### config.mk
export PLATFORM = sky130hd
export DESIGN_NAME = tiny_rv_exec_m
export DESIGN_NICKNAME = d
export VERILOG_FILES = /design/src/rtl/tiny_rv_exec_m.sv
export SDC_FILE = /design/constraint.sdc
export NUM_CORES = 2
export LEC_CHECK = 0
export CAP_MARGIN = 20
export CELL_PAD_IN_SITES_DETAIL_PLACEMENT = 1
export CELL_PAD_IN_SITES_GLOBAL_PLACEMENT = 2
export CORE_MARGIN = 3
export CORE_UTILIZATION = 34
export DETAILED_ROUTE_END_ITERATION = 6
export GPL_TIMING_DRIVEN = 0
export PLACE_DENSITY_LB_ADDON = 0.1
export SETUP_SLACK_MARGIN = 0.4
export SYNTH_ARGS = -nofsm -noshare
export SYNTH_HDL_FRONTEND = slang
export SYNTH_SLANG_ARGS = --single-unit
export TNS_END_PERCENT = 30
### constraint.sdc
create_clock -name i_clk -period 6.3 [get_ports i_clk]
set_input_delay 0.945 -clock i_clk [delete_from_list [all_inputs] [get_ports i_clk]]
set_output_delay 0.945 -clock i_clk [all_outputs]
set_load 0.05 [all_outputs]
### src/rtl/tiny_rv_exec_m.sv
// Execute stage: one-cycle ALU/LUI/AUIPC/JAL/JALR/branch resolution plus an
// optional iterative RV M-extension multiply/divide unit.
module tiny_rv_exec_m #(
  parameter int XLEN              = 32,
  parameter int ENABLE_M          = 1,
  parameter int MD_BITS_PER_CYCLE = 1
) (
  input  logic            i_clk,
  input  logic            i_reset_n,
  input  logic            rr_valid,
  input  logic [XLEN-1:0] rr_pc,
  input  logic [31:0]     rr_inst,
  input  logic [6:0]      rr_opcode,
  input  logic [4:0]      rr_rd,
  input  logic [XLEN-1:0] rr_rs1,
  input  logic [XLEN-1:0] rr_rs2,
  input  logic [2:0]      rr_funct3,
  input  logic [6:0]      rr_funct7,
  input  logic [XLEN-1:0] rr_imm32,
  input  logic            mem_exec_stall,
  output logic            exec_rr_stall,
  output logic            exec_rr_flush,
  output logic            exec_valid,
  output logic [XLEN-1:0] exec_pc,
  output logic [31:0]     exec_inst,
  output logic [4:0]      exec_rd,
  output logic [XLEN-1:0] exec_rd_val,
  output logic            exec_illegal,
  output logic [XLEN-1:0] new_pc,
  output logic            ld_new_pc
);

  localparam int SHW  = $clog2(XLEN);
  localparam int ITER = XLEN / MD_BITS_PER_CYCLE;
  localparam int CW   = $clog2(ITER) + 1;

  localparam logic [6:0] OPC_LUI    = 7'b0110111;
  localparam logic [6:0] OPC_AUIPC  = 7'b0010111;
  localparam logic [6:0] OPC_JAL    = 7'b1101111;
  localparam logic [6:0] OPC_JALR   = 7'b1100111;
  localparam logic [6:0] OPC_BRANCH = 7'b1100011;
  localparam logic [6:0] OPC_OP_IMM = 7'b0010011;
  localparam logic [6:0] OPC_OP     = 7'b0110011;

  localparam logic [XLEN-1:0] MIN_INT   = {1'b1, {(XLEN-1){1'b0}}};
  localparam logic [XLEN-1:0] LSB_CLEAR = {{(XLEN-1){1'b1}}, 1'b0};

  typedef enum logic [1:0] {MD_IDLE, MD_BUSY, MD_DONE} md_state_t;

  md_state_t md_state, md_state_next;

  logic [XLEN-1:0] md_hi, md_lo, md_b, md_pc;
  logic [31:0]     md_inst;
  logic [4:0]      md_rd;
  logic [2:0]      md_f3;
  logic            md_neg, md_neg_r;
  logic [CW-1:0]   md_cnt;

  logic            accept, md_start;
  logic [XLEN-1:0] op2, alu_val, sc_val, redirect_pc, pc_plus4;
  logic [SHW-1:0]  shamt;
  logic [6:0]      shift_f7;
  logic            br_eq, br_lt, br_ltu;
  logic            sc_illegal, redirect, is_branch, md_iter;
  logic            md_a_signed, md_b_signed, neg_a, neg_b;
  logic [XLEN-1:0] mag_a, mag_b;
  logic [XLEN-1:0] step_hi, step_lo;
  logic [XLEN:0]   sum, trial;
  logic [2*XLEN-1:0] prod, prod_fix;
  logic [XLEN-1:0] md_res;

  assign exec_rr_stall = mem_exec_stall | (md_state != MD_IDLE);
  assign accept        = rr_valid & ~exec_rr_stall;
  assign md_start      = accept & md_iter;
  assign ld_new_pc     = accept & redirect;
  assign exec_rr_flush = ld_new_pc;
  assign new_pc        = redirect_pc;
  assign pc_plus4      = rr_pc + {{(XLEN-3){1'b0}}, 3'd4};

  // Decode, single-cycle result, redirect and M special cases
  always_comb begin
    op2         = (rr_opcode == OPC_OP_IMM) ? rr_imm32 : rr_rs2;
    shamt       = op2[SHW-1:0];
    shift_f7    = (XLEN == 64) ? {rr_funct7[6:1], 1'b0} : rr_funct7;
    br_eq       = (rr_rs1 == rr_rs2);
    br_lt       = ($signed(rr_rs1) < $signed(rr_rs2));
    br_ltu      = (rr_rs1 < rr_rs2);
    alu_val     = '0;
    sc_val      = '0;
    sc_illegal  = 1'b0;
    redirect    = 1'b0;
    redirect_pc = rr_pc + rr_imm32;
    is_branch   = 1'b0;
    md_iter     = 1'b0;

    case (rr_funct3)
      3'b000:  alu_val = (rr_opcode == OPC_OP && rr_funct7[5]) ? rr_rs1 - op2 : rr_rs1 + op2;
      3'b001:  alu_val = rr_rs1 << shamt;
      3'b010:  alu_val = {{(XLEN-1){1'b0}}, ($signed(rr_rs1) < $signed(op2))};
      3'b011:  alu_val = {{(XLEN-1){1'b0}}, (rr_rs1 < op2)};
      3'b100:  alu_val = rr_rs1 ^ op2;
      3'b101:  alu_val = rr_funct7[5] ? XLEN'($signed(rr_rs1) >>> shamt) : rr_rs1 >> shamt;
      3'b110:  alu_val = rr_rs1 | op2;
      default: alu_val = rr_rs1 & op2;
    endcase

    case (rr_opcode)
      OPC_LUI:   sc_val = rr_imm32;
      OPC_AUIPC: sc_val = rr_pc + rr_imm32;
      OPC_JAL: begin
        sc_val   = pc_plus4;
        redirect = 1'b1;
      end
      OPC_JALR: begin
        if (rr_funct3 == 3'b000) begin
          sc_val      = pc_plus4;
          redirect    = 1'b1;
          redirect_pc = (rr_rs1 + rr_imm32) & LSB_CLEAR;
        end else begin
          sc_illegal = 1'b1;
        end
      end
      OPC_BRANCH: begin
        is_branch = 1'b1;
        case (rr_funct3)
          3'b000:  redirect = br_eq;
          3'b001:  redirect = ~br_eq;
          3'b100:  redirect = br_lt;
          3'b101:  redirect = ~br_lt;
          3'b110:  redirect = br_ltu;
          3'b111:  redirect = ~br_ltu;
          default: sc_illegal = 1'b1;
        endcase
      end
      OPC_OP_IMM: begin
        if (rr_funct3 == 3'b001 && shift_f7 != 7'b0000000)
          sc_illegal = 1'b1;
        else if (rr_funct3 == 3'b101 && shift_f7 != 7'b0000000 && shift_f7 != 7'b0100000)
          sc_illegal = 1'b1;
        else
          sc_val = alu_val;
      end
      OPC_OP: begin
        if (rr_funct7 == 7'b0000000) begin
          sc_val = alu_val;
        end else if (rr_funct7 == 7'b0100000 && (rr_funct3 == 3'b000 || rr_funct3 == 3'b101)) begin
          sc_val = alu_val;
        end else if (rr_funct7 == 7'b0000001 && ENABLE_M != 0) begin
          // Divide-by-zero and signed overflow resolve here without the FSM
          if (!rr_funct3[2])
            md_iter = 1'b1;
          else if (rr_rs2 == '0)
            sc_val = rr_funct3[1] ? rr_rs1 : '1;
          else if (!rr_funct3[0] && rr_rs1 == MIN_INT && rr_rs2 == '1)
            sc_val = rr_funct3[1] ? '0 : MIN_INT;
          else
            md_iter = 1'b1;
        end else begin
          sc_illegal = 1'b1;
        end
      end
      default: sc_illegal = 1'b1;
    endcase
  end

  // Operand magnitudes and result signs captured when an M op starts
  always_comb begin
    md_a_signed = rr_funct3[2] ? ~rr_funct3[0]
                               : (rr_funct3[1:0] == 2'b01 || rr_funct3[1:0] == 2'b10);
    md_b_signed = rr_funct3[2] ? ~rr_funct3[0] : (rr_funct3[1:0] == 2'b01);
    neg_a       = md_a_signed & rr_rs1[XLEN-1];
    neg_b       = md_b_signed & rr_rs2[XLEN-1];
    mag_a       = neg_a ? -rr_rs1 : rr_rs1;
    mag_b       = neg_b ? -rr_rs2 : rr_rs2;
  end

  // One cycle of shift-add multiply or restoring divide
  always_comb begin
    step_hi = md_hi;
    step_lo = md_lo;
    sum     = '0;
    trial   = '0;
    for (int i = 0; i < MD_BITS_PER_CYCLE; i++) begin
      if (!md_f3[2]) begin
        sum     = {1'b0, step_hi} + (step_lo[0] ? {1'b0, md_b} : '0);
        step_lo = {sum[0], step_lo[XLEN-1:1]};
        step_hi = sum[XLEN:1];
      end else begin
        trial   = {step_hi, step_lo[XLEN-1]};
        step_lo = {step_lo[XLEN-2:0], 1'b0};
        if (trial >= {1'b0, md_b}) begin
          trial      = trial - {1'b0, md_b};
          step_lo[0] = 1'b1;
        end
        step_hi = trial[XLEN-1:0];
      end
    end
  end

  always_comb begin
    prod     = {md_hi, md_lo};
    prod_fix = md_neg ? -prod : prod;
    case (md_f3)
      3'b000:        md_res = prod_fix[XLEN-1:0];
      3'b100, 3'b101: md_res = md_neg ? -md_lo : md_lo;
      3'b110, 3'b111: md_res = md_neg_r ? -md_hi : md_hi;
      default:       md_res = prod_fix[2*XLEN-1:XLEN];
    endcase
  end

  always_ff @(posedge i_clk) begin
    if (!i_reset_n) md_state <= MD_IDLE;
    else            md_state <= md_state_next;
  end

  always_comb begin
    md_state_next = md_state;
    case (md_state)
      MD_IDLE: if (md_start) md_state_next = MD_BUSY;
      MD_BUSY: if (md_cnt == CW'(ITER - 1)) md_state_next = MD_DONE;
      MD_DONE: if (!mem_exec_stall) md_state_next = MD_IDLE;
      default: md_state_next = MD_IDLE;
    endcase
  end

  always_ff @(posedge i_clk) begin
    if (!i_reset_n) begin
      md_hi    <= '0;
      md_lo    <= '0;
      md_b     <= '0;
      md_pc    <= '0;
      md_inst  <= '0;
      md_rd    <= '0;
      md_f3    <= '0;
      md_neg   <= 1'b0;
      md_neg_r <= 1'b0;
      md_cnt   <= '0;
    end else if (md_start) begin
      md_hi    <= '0;
      md_lo    <= mag_a;
      md_b     <= mag_b;
      md_pc    <= rr_pc;
      md_inst  <= rr_inst;
      md_rd    <= rr_rd;
      md_f3    <= rr_funct3;
      md_neg   <= neg_a ^ neg_b;
      md_neg_r <= neg_a;
      md_cnt   <= '0;
    end else if (md_state == MD_BUSY) begin
      md_hi  <= step_hi;
      md_lo  <= step_lo;
      md_cnt <= md_cnt + 1'b1;
    end
  end

  // Output register: downstream stall freezes everything
  always_ff @(posedge i_clk) begin
    if (!i_reset_n) begin
      exec_valid   <= 1'b0;
      exec_pc      <= '0;
      exec_inst    <= '0;
      exec_rd      <= '0;
      exec_rd_val  <= '0;
      exec_illegal <= 1'b0;
    end else if (!mem_exec_stall) begin
      if (md_state == MD_DONE) begin
        exec_valid   <= 1'b1;
        exec_pc      <= md_pc;
        exec_inst    <= md_inst;
        exec_rd      <= md_rd;
        exec_rd_val  <= (md_rd == 5'd0) ? '0 : md_res;
        exec_illegal <= 1'b0;
      end else if (accept && !md_iter) begin
        exec_valid   <= 1'b1;
        exec_pc      <= rr_pc;
        exec_inst    <= rr_inst;
        exec_rd      <= is_branch ? 5'd0 : rr_rd;
        exec_rd_val  <= (is_branch || rr_rd == 5'd0) ? '0 : sc_val;
        exec_illegal <= sc_illegal;
      end else begin
        exec_valid <= 1'b0;
      end
    end
  end

endmodule

After elaboration in Yosys (flattened, before gate mapping):

Cells that the tools add are included.

* $add $sub $neg: 13
* magnitude comparators: 5
* equal/unequal tests: 32
* shift-type cells: 3
* multiplexer cells: 71
* bitwise logic cells: 17
* reduce and logical (&&, ||, !) cells: 31

Operator list (number)
* 32-bit 2-to-1 mux: 34
* 32-bit one-hot mux with 7 select lines: 1
* 32-bit one-hot mux with 6 select lines: 1
* 32-bit < comparator: 4
* 32-bit negator: 4
* 32-bit adder: 3
* 32-bit one-hot mux with 3 select lines: 1
* 32-bit equality test (second input constant): 2
* 64-bit 2-to-1 mux: 1
* 64-bit negator: 1
* 32-bit subtractor: 2
* 32-bit by 32-bit adder with 33-bit output: 1
* 33-bit by 32-bit greater-or-equal comparator with 1-bit output: 1
* 32-bit by 3-bit adder with 32-bit output (second input constant): 1
* 32-bit bitwise AND: 1
* 32-bit equality test: 1
* 32-bit zero test: 1
* 32-bit bitwise OR: 1
* 32-bit by 5-bit left shift with 32-bit output: 1
* 32-bit by 5-bit right shift with 32-bit output: 1
* 32-bit by 5-bit >>> shifter with 32-bit output: 1
* 32-bit XOR: 1
* 3-bit equality test (second input constant): 8
* 1-bit 2-to-1 mux: 23
* other kinds (36): 76

* flip-flop bits (word level): 281
* output and inout port bits: 138
* word-level logic and storage cells: 189

Longest topological paths before layout:

* depth after elaboration: 14
* depth in mapped cells: 21
* mapped depth without buffers: 16

Worst setup path after synthesis:

Ideal clock, no wire load.

* path kind: input-to-output
* start point: input rr_rs1[1]
* end point: output new_pc[28]
* arrival time: 4539 ps
* slack: 816 ps
* stages on the path: 14
* path through: clkbuf_1 -> inv_1 -> fa_1 -> nor2b_1 -> o21bai_1 -> a31oi_1 -> nand4_1 -> a311oi_1 -> nand3_1 -> a31oi_1 -> a211oi_1 -> o21bai_1 -> xnor2_1 -> o21ai_0

* word-level cells in the longest chain between the ends: 3

RTL lines
* from (decl): line 15 `input logic [XLEN-1:0] rr_rs1,`
* 32-bit adder: line 118 `redirect_pc = (rr_rs1 + rr_imm32) & LSB_CLEAR;`
* 32-bit 2-to-1 mux: line 115 `if (rr_funct3 == 3'b000) begin`
* 32-bit 2-to-1 mux: line 107 `case (rr_opcode)`
* to (decl): line 29 `output logic [XLEN-1:0] new_pc,`

No other way between the ends.

Worst setup path in the final report:

* start point: input rr_funct3[1]
* end point: register exec_rd_val[21]

* word-level cells in the longest chain between the ends: 10
* elaborated cells between the ends (all ways): 33

RTL lines
* from (decl): line 17 `input logic [2:0] rr_funct3,`
* 32-bit 2-to-1 mux, or another cell as far along: line 153 `sc_val = rr_funct3[1] ? rr_rs1 : '1;`
* 32-bit 2-to-1 mux / 1-bit logical OR (equally long branches): line 152, 146
* 32-bit 2-to-1 mux / 1-bit logical AND (equally long branches): line 150, 146
* 32-bit 2-to-1 mux / 1-bit 2-to-1 mux (equally long branches): line 148, 146
* 32-bit 2-to-1 mux / 1-bit 2-to-1 mux (equally long branches): line 146, 144
* 32-bit 2-to-1 mux / 1-bit 2-to-1 mux (equally long branches): line 144, 107
* 32-bit one-hot mux with 6 select lines / 1-bit zero test (equally long branches): line 107, 273
* 32-bit 2-to-1 mux / 1-bit logical AND (equally long branches): line 278, 273
* 32-bit 2-to-1 mux / 2-bit nonzero test (equally long branches)
* 32-bit 2-to-1 mux / 2-bit AND reduction (equally long branches)
* to (signal assigned): line 271 `exec_rd_val <= (md_rd == 5'd0) ? '0 : md_res;`
* to (signal assigned): line 278 `exec_rd_val <= (is_branch || rr_rd == 5'd0) ? '0 : sc_val;`
* to (decl): line 27 `output logic [XLEN-1:0] exec_rd_val,`

Several ways; a longest one is shown, not always the timed one. The select of a mux whose other input is x is not followed.
A chain may end at the register's enable or synchronous reset.

==> results.json <==
{
  "p_int_mw": 3.89,
  "final_core_util_pct": 41.3,
  "critPathLaunchType": "input pin",
  "antenna_found_initial": 28,
  "maxCapViolCount": 0,
  "grt_first_pass_wirelength_um": 325000,
  "synth-xor-area-share_pct": 7.98,
  "cts_sinks": 281,
  "port_buffers": 314,
  "ys_top_cells_by_area": "dfxtp_1 (17%), ha_1 (9.5%), nand2_1 (7.6%), a21oi_1 (7.1%), o21ai_0 (5.3%)",
  "fin_nets": 5781,
  "seqPwrFrac_pct": 26.8,
  "path_max_fanout": 11,
  "synthTopCellsByCount": "nand2_1 (693), a21oi_1 (482), nor2_1 (449), o21ai_0 (360), dfxtp_1 (281)",
  "seq_area_frac_synth_pct": 16.5,
  "setup_ws_ps": -54.3,
  "combPwrFrac_pct": 39.7,
  "gr-total-overflow": 0,
  "critical_path.startpoint": "rr_funct3[1]",
  "outcome": "finished, violations left",
  "vias_per_cell": 6.58,
  "area_growth_pct": 20.1,
  "rsz0062_at_grt": "yes",
  "critPathCaptureType": "flop",
  "synth.net_count": 5399,
  "setup.worst_path.class": "in -> reg",
  "synth_top_family_by_area": "compound AO/OA/AOI/OAI gates",
  "sw_frac_of_total_pct": 42.8,
  "grt_pass1_vias": 42000,
  "fin_crit_sh_pct": 101,
  "vias": 43800,
  "cts_buffer_depth": 3,
  "first_pass_iters": 6,
  "fp-row-count": 115,
  "relSlewSlack_pct": 7.82,
  "fmax_mhz": 157,
  "syn_inst": 4949,
  "final-hold-violation-count": 0,
  "synthAdderAreaFrac_pct": 9.82,
  "routedWlPerCell_um": 35.6,
  "arrival_ps": 6870,
  "synth_ff_type": "dfxtp_1",
  "postRouteAntennaNets": 0,
  "yosysMostFrequentCell": "nand2_1",
  "cts_buffers": 37,
  "power_density_mw_per_mm2": 166,
  "worstReg2RegStart": "md_lo[0]$_SDFFE_PN0P_",
  "drive_above_1_share_pct": 6.98,
  "holdCritStartpoint": "md_b[13]$_SDFFE_PN0P_",
  "tightest_slew_ps": 1350,
  "gp_congestion": 1.09,
  "syn_avg_cell_area_um2": 6.87,
  "grtUsageTotal_pct": 43.8,
  "initial_core_util_pct": 34.4,
  "die_width_um": 322,
  "leakagePower_nw": 15.9,
  "drcViolationCount": 0,
  "cts_tree": "built",
  "netlist_area_mm2": 0.0340,
  "synth-seq-cells": 281,
  "core-area_mm2": 0.0989,
  "worstPathRequired_ps": 6810,
  "htree_num_levels": 2,
  "yosysWarnings": 0,
  "p_clk_share_pct": 33.5,
  "async_flop_share_pct": 0,
  "hold_class": "reg -> reg",
  "synth_top_area_share_pct": 16.5,
  "fin_worst_skew_ps": 37.1,
  "maxSlewViolCount": 0,
  "yosysTopAreaCell": "dfxtp_1",
  "dieHeight_um": 322,
  "synth.distinct_cells": 96,
  "violations": "setup timing",
  "dieArea_mm2": 0.104,
  "fin_crit_ps": 6350,
  "drt_iter0_markers": 5310,
  "cts.root.buffer_cell": "clkbuf_16",
  "muxShareOfSynthArea_pct": 5.19,
  "pre_cts_ws_ps": -2630,
  "synth-compound-area-share_pct": 31.2,
  "place_hpwl_um": 193000,
  "grt_max_degree": 21,
  "holdBufCountCts": 0,
  "finalPower_mw": 6.79,
  "wl_um": 237000,
  "clk_latency_ps": 610,
  "setup_violations": 1,
  "clk_pin_slew_ps": 60,
  "synth_edf_count": 0,
  "synthSimpleGateAreaFrac_pct": 22.9,
  "ir_drop_uv": 166,
  "io_pins": 324,
  "p_sw_mw": 2.90
}
==> layer usage <==
metal,up-vias,global-route usage (%),share of wire [%]
met5,-,0,0.023
met4,8,33.7,9.3
met3,835,12.2,11
met2,2776,64.9,42
met1,21500,53.7,38
li1,18700,-,-
==> registers in the layout (all words and copies together) (netlist names) <==
name          count
exec_pc          32
exec_rd           5
md_inst          32
md_pc            32
md_b             32
exec_rd_val      32
md_cnt            6
md_neg            1
exec_inst        32
md_neg_r          1
exec_illegal      1
exec_valid        1
md_f3             3
md_rd             5
md_hi            32
md_state          2
md_lo            32
==> kinds of logic after synthesis <==
family	Yosys count
flip-flops	281
XOR/XNOR	310
AO/OA/AOI/OAI	1653
multiplexers	169
AND/OR/NAND/NOR	1718
buffers and inverters	554
adder cells (fa/ha/maj)	264
==> path summary, 6_finish.rpt <==
path,cells past startpoint,end,slack [ps]
max,15,exec_rd_val[21]$_SDFFE_PN0P_,-50
min,2,md_b[13]$_SDFFE_PN0P_,450
max reg2reg,12,exec_rd_val[6]$_SDFFE_PN0P_,970
min reg2reg,2,md_b[13]$_SDFFE_PN0P_,450
==> critical path, stage by stage <==
cell and delay, ps:
clkdlybuf4s50_1 710, inv_1 260, clkbuf_2 290, clkbuf_2 350, ha_2 390, nor2b_4 340, nand2_1 90, a311oi_1 370
o21a_1 500, clkbuf_1 620, o21ai_0 650, nor2_1 300, a21boi_0 740, o31ai_1 160, o211ai_1 140
==> power by group through the flow <==
stage	clock (mW)	combinational, mW	sequential, mW
global placement	0	2.54	1.86
CTS	2.28	2.56	1.82
floorplan	0	1.31	1.94
detailed placement	0	2.55	1.86
finish	2.27	2.70	1.82
global route	2.36	2.76	1.82
==> cell type report <==
cell class	instances	area, um^2
well taps	1287	1610
fillers	12600	58000
repair buffers	344	3440
flip-flops and latches	281	5630
plain buffers	335	1450
inverters	218	823
clock buffers	50	1030
clock inverters	16	215
multi-input cells	4114	26600
diodes	20	50.0
==> timing repair <==
item                                    4_1_cts  5_1_grt
buffers inserted                              4        5
pin swaps                                     4        8
gates resized for setup                     219       93
endpoints found under the setup margin       74      106
==> cells in the final DEF (no fill, tap or decap), types with 44 or more instances in the layout <==
cell	Yosys	final
o211ai_1	69	69
clkdlybuf4s50_1	0	226
nor2_1	449	448
ha_1	259	255
buf_2	43	49
inv_1	212	211
nand2b_1	52	51
a21o_1	77	76
a311oi_1	88	87
a31oi_1	57	55
o31ai_1	47	44
xor2_1	110	108
nor3_1	88	84
nor2b_1	45	44
mux2_2	60	60
nand3_1	114	113
o21ai_0	360	355
dfxtp_1	281	281
nand2_1	693	691
xnor2_1	200	199
a21oi_1	482	474
a211oi_1	106	101
and3_1	55	55
clkbuf_1	257	239
mux2i_1	109	107
==> per-stage QoR <==
stage               area, um^2  setup TNS [ps]  std cells  hold slack, ps
floorplan                34000               0       4949             432
global placement         38800          -94280       6550             438
detailed placement       39000          -82830       6566             445
CTS                      40600               0       6635             453
global route             40800               0       6651             469
finish                   40800           -54.3       6665             451
Note: power is estimated with default switching activity, not from simulation.
